<file path="config.mk">
export PLATFORM = sky130hd
export DESIGN_NAME = daq_master_arb
export DESIGN_NICKNAME = d
export VERILOG_FILES = /design/src/rtl/daq_master_arb.sv
export SDC_FILE = /design/constraint.sdc
export NUM_CORES = 1
export LEC_CHECK = 0
export CORE_AREA = 2 2 121 123
export CTS_BUF_LIST = sky130_fd_sc_hd__clkbuf_4
export DETAILED_ROUTE_END_ITERATION = 8
export DIE_AREA = 0 0 123 125
export DONT_BUFFER_PORTS = 1
export PLACE_DENSITY_LB_ADDON = 0.12
export SYNTH_ARGS = -nofsm -noshare
export SYNTH_HDL_FRONTEND = slang
export SYNTH_SLANG_ARGS = --single-unit
</file>
<file path="constraint.sdc">
create_clock -name wb_clk_i -period 5.29 [get_ports wb_clk_i]
set_input_delay 0.7935 -clock wb_clk_i [delete_from_list [all_inputs] [get_ports wb_clk_i]]
set_output_delay 0.7935 -clock wb_clk_i [all_outputs]
set_load 0.005 [all_outputs]
</file>
<file path="src/rtl/daq_master_arb.sv">
// Round-robin arbiter/sequencer sharing the DAQ Wishbone master command port between the
// host command port (0) and the DAQ state machine (1). All outputs are registered.
module daq_master_arb #(
    parameter int unsigned aw          = 32,
    parameter int unsigned dw          = 32,
    parameter int unsigned ACT_TIMEOUT = 16
) (
    input  logic          wb_clk_i,
    input  logic          wb_rst_ni,
    input  logic          r0_req_i,
    input  logic [aw-1:0] r0_address_i,
    input  logic [3:0]    r0_selection_i,
    input  logic          r0_write_i,
    input  logic [dw-1:0] r0_data_wr_i,
    output logic          r0_gnt_o,
    output logic          r0_done_o,
    output logic          r0_timeout_o,
    output logic [dw-1:0] r0_data_rd_o,
    input  logic          r1_req_i,
    input  logic [aw-1:0] r1_address_i,
    input  logic [3:0]    r1_selection_i,
    input  logic          r1_write_i,
    input  logic [dw-1:0] r1_data_wr_i,
    output logic          r1_gnt_o,
    output logic          r1_done_o,
    output logic          r1_timeout_o,
    output logic [dw-1:0] r1_data_rd_o,
    output logic          m_start_o,
    output logic [aw-1:0] m_address_o,
    output logic [3:0]    m_selection_o,
    output logic          m_write_o,
    output logic [dw-1:0] m_data_wr_o,
    input  logic [dw-1:0] m_data_rd_i,
    input  logic          m_active_i
);

    typedef enum logic [2:0] {StIdle, StIssue, StWaitAct, StBusy, StDone} state_e;

    localparam logic [16:0] ToLimit = 17'(ACT_TIMEOUT);

    state_e        state_q;
    logic          last_q;
    logic [1:0]    gnt_q;
    logic [1:0]    done_q;
    logic [1:0]    to_q;
    logic [15:0]   cnt_q;
    logic          start_q;
    logic [aw-1:0] addr_q;
    logic [3:0]    sel_q;
    logic          write_q;
    logic [dw-1:0] wdata_q;
    logic [dw-1:0] rd0_q;
    logic [dw-1:0] rd1_q;
    logic          win;
    logic          to_hit;

    // With both requesting, the port that did not win last time goes next.
    always_comb begin
        win = r1_req_i;
        if (r0_req_i && r1_req_i) begin
            win = ~last_q;
        end
    end

    // Timeout fires on the WAIT_ACT cycle in which the counter would reach ACT_TIMEOUT-1.
    assign to_hit = ({1'b0, cnt_q} + 17'd2) >= ToLimit;

    always_ff @(posedge wb_clk_i or negedge wb_rst_ni) begin
        if (!wb_rst_ni) begin
            state_q <= StIdle;
            last_q  <= 1'b1;
            gnt_q   <= '0;
            done_q  <= '0;
            to_q    <= '0;
            cnt_q   <= '0;
            start_q <= 1'b0;
            addr_q  <= '0;
            sel_q   <= '0;
            write_q <= 1'b0;
            wdata_q <= '0;
            rd0_q   <= '0;
            rd1_q   <= '0;
        end else begin
            start_q <= 1'b0;
            done_q  <= '0;
            unique case (state_q)
                StIdle: begin
                    if (r0_req_i || r1_req_i) begin
                        state_q <= StIssue;
                        last_q  <= win;
                        gnt_q   <= win ? 2'b10 : 2'b01;
                        start_q <= 1'b1;
                        addr_q  <= win ? r1_address_i : r0_address_i;
                        sel_q   <= win ? r1_selection_i : r0_selection_i;
                        write_q <= win ? r1_write_i : r0_write_i;
                        wdata_q <= win ? r1_data_wr_i : r0_data_wr_i;
                    end
                end
                StIssue: begin
                    state_q <= StWaitAct;
                    cnt_q   <= '0;
                end
                StWaitAct: begin
                    if (m_active_i) begin
                        state_q <= StBusy;
                    end else if (to_hit) begin
                        state_q <= StDone;
                        done_q  <= gnt_q;
                        to_q    <= gnt_q;
                    end else begin
                        cnt_q <= cnt_q + 16'd1;
                    end
                end
                StBusy: begin
                    if (!m_active_i) begin
                        state_q <= StDone;
                        done_q  <= gnt_q;
                        if (!write_q && gnt_q[0]) rd0_q <= m_data_rd_i;
                        if (!write_q && gnt_q[1]) rd1_q <= m_data_rd_i;
                    end
                end
                StDone: begin
                    state_q <= StIdle;
                    gnt_q   <= '0;
                    to_q    <= '0;
                    addr_q  <= '0;
                    sel_q   <= '0;
                    write_q <= 1'b0;
                    wdata_q <= '0;
                end
                default: state_q <= StIdle;
            endcase
        end
    end

    assign r0_gnt_o      = gnt_q[0];
    assign r1_gnt_o      = gnt_q[1];
    assign r0_done_o     = done_q[0];
    assign r1_done_o     = done_q[1];
    assign r0_timeout_o  = to_q[0];
    assign r1_timeout_o  = to_q[1];
    assign r0_data_rd_o  = rd0_q;
    assign r1_data_rd_o  = rd1_q;
    assign m_start_o     = start_q;
    assign m_address_o   = addr_q;
    assign m_selection_o = sel_q;
    assign m_write_o     = write_q;
    assign m_data_wr_o   = wdata_q;

endmodule

</file>
==> impl_metrics.toml <==
[floorplan]
core_mm2 = 0.01420
pin_count = 315
start_util_pct = 49.94
dieArea_mm2 = 0.01538
fp.dieH_um = 125
row_count = 44
die_w_um = 123

[critical_path]
r2r-end = "state_q[1]"
worstPathMaxFanout = 11
crit_arrival_ps = 3190
required_ps = 5760
start_kind = "register"
worstReg2RegStart = "cnt_q[1]"
reg2reg_setup_slack_ps = 2570
worstSetupPathType = "reg2reg"
r2r_cells = 7
crit_path_end_kind = "register"

[sta]
worstMarginPinSlew_ps = 934.2
fin_tns_setup_ps = 0
slew_viol_final = 0
fmax_mhz = 367.7
hold_viol_final = 0
fin_skew_ps = 18.06
min_period_ps = 2720
finalSetupViolations = 0
period_share_pct = 51.41
slew_headroom_pct = 37.49
grt_setup_unrepaired = "false"

[clock_network]
cts_setup_buffers = 0
cts_tree = "yes"
cts_root_buf = "clkbuf_4"
worstSkewPairLatency_ps = 570
cts_sinks = 160
hold_buffers = 2
cts_buffers = 17
path_clk_slew_ps = 130
cts_max_level = 4
cts.path.max_buffers = 2
cts.repair.resized = 0

[power_and_ir_drop]
total_power_w = 0.003973
peakVddDrop_mv = 0.2077
power.density_mw_per_mm2 = 529.5
p_leak_nw = 3.491

[synth]
ys_ff_latch = 160
yosysTopAreaCellShare_pct = 56.09
synth_area_leaders = "dfrtp_1, mux2i_1, mux2_2"
async_flop_share_pct = 100.0
ys_seq_area_share_pct = 56.46
synth_area_mm2 = 0.007093
syn_avg_cell_area_um2 = 11.84
synth_edf_count = 0
synth_fp_nets = 777
yosysTopAreaCell = "dfrtp_1"
synth_warnings = 0
synth-main-ff-cell = "dfrtp_1"
syn_inst = 599
synth_cell_types = 52

[drt]
num_vias = 4627
drt-vias-per-instance = 5.955
firstDrtPassIters = 6
drc = 0
first_iter_violations = 233
routed_wl_um = 17430
ant_nets = 0
routedWlPerCell_um = 22.43

[global_routing]
grt_pass1_wl_um = 26800
overflow = 0
first_global_vias = 4839
track_usage_pct = 23.04
antenna_found_initial = 1
grt_max_degree = 160

[layout]
final_cell_mix = "dfrtp_1, nand3_1, o21ai_0"
seq_area_mm2 = 0.004005
syn2layout_area_growth_pct = 5.804
multiInputGateArea_mm2 = 0.002892
final_common_cell = "dfrtp_1"
drive_above_1_share_pct = 19.43
nets = 758
nFillCells = 1230

[placement]
place_hpwl_um = 12220
io_buffers = 0
gp_congestion = 0.8018

[outcome]
status = "finished clean"

[hold_path]
hp-class = "in2async"

[job]
cap_violations = 0
[kinds of logic after synthesis]
family | synth area share, %
buf+inv | 3.069
mux | 20.60
fa+ha+maj | 0.5293
simple gates | 10.80
xor+xnor | 0.4940
flops | 56.47
compound gates | 8.044
[how the worst max path moves through the flow]
stage                        start          to  slack [ps]  cells past startpoint
after floorplan           cnt_q[1]  state_q[1]        2980                      9
after global placement    cnt_q[1]  state_q[1]        2690                      7
after detailed placement  cnt_q[1]  state_q[1]        2590                      7
after CTS                 cnt_q[1]  state_q[1]        2570                      7
after global routing      cnt_q[1]  state_q[1]        2360                      7
final                     cnt_q[1]  state_q[1]        2570                      7
[critical path: stages, from the launching register on]
cell	delay, ps
dfrtp_1	470
ha_1	350
xnor2_1	170
a221o_1	330
o311ai_1	70
o2111ai_1	440
or3_4	540
a311oi_2	270
[synth_stat cells, drive strengths merged (3+ instances only)]
library cell and instances:
nand2 15, buf 19, and2 12, ha 3
nor3 4, mux2 64, a21oi 4, nor2 7
o21ai 80, xnor2 3, and3 4, a31oi 4
or3 5, dfrtp 159, inv 4, mux2i 74
nor4 3, nand3 81, clkbuf 27
[power by group]
| group | internal (W) | switching, W | leakage, nW |
|---|---|---|---|
| Combinational | 0.000494 | 0.000512 | 1.35 |
| Clock | 0.000291 | 0.000436 | 0.145 |
| Sequential | 0.00175 | 0.000488 | 1.99 |
| Total | 0.00254 | 0.00144 | 3.49 |
[final cells by class]
cell class                      count  share of cell area (%)
Antenna cell                        1                 0.03334
Multi-Input combinational cell    389                   38.53
Tap cell                          184                   3.068
Clock buffer                       19                   1.901
Sequential cell                   160                   53.37
Clock inverter                     12                   1.801
Inverter                            4                  0.2001
Timing Repair Buffer                8                   1.100
[layer usage]
metal  vias to the layer above  track usage [%]  wire [um]
met2                       222            35.94       8417
met1                      2245            26.93       6401
met3                        35            10.58       1994
li1                       2125                -          -
met4                         0            10.83        612
met5                         -                0          0
[through the flow]
step	instances	worst slack, ps	instance area [um2]	hold slack [ps]	utilization, %
after floorplan	599	2983	7093	491.4	-
after global placement	743	2691	7187	502.3	50.60
after detailed placement	743	2585	7187	501.2	50.60
after CTS	776	2568	7502	215.6	52.82
after global routing	777	2360	7505	231.7	52.84
final	777	2570	7505	259.3	52.84
[state kept, by name, indices dropped and copies added (netlist names)]
signal,cells
state_q,3
cnt_q,16
m_start_o,1
gnt_q,2
m_address_o,32
r1_data_rd_o,32
done_q,2
m_data_wr_o,32
r0_data_rd_o,32
to_q,2
m_write_o,1
last_q,1
m_selection_o,4
Power figures use the tool's default switching activity.
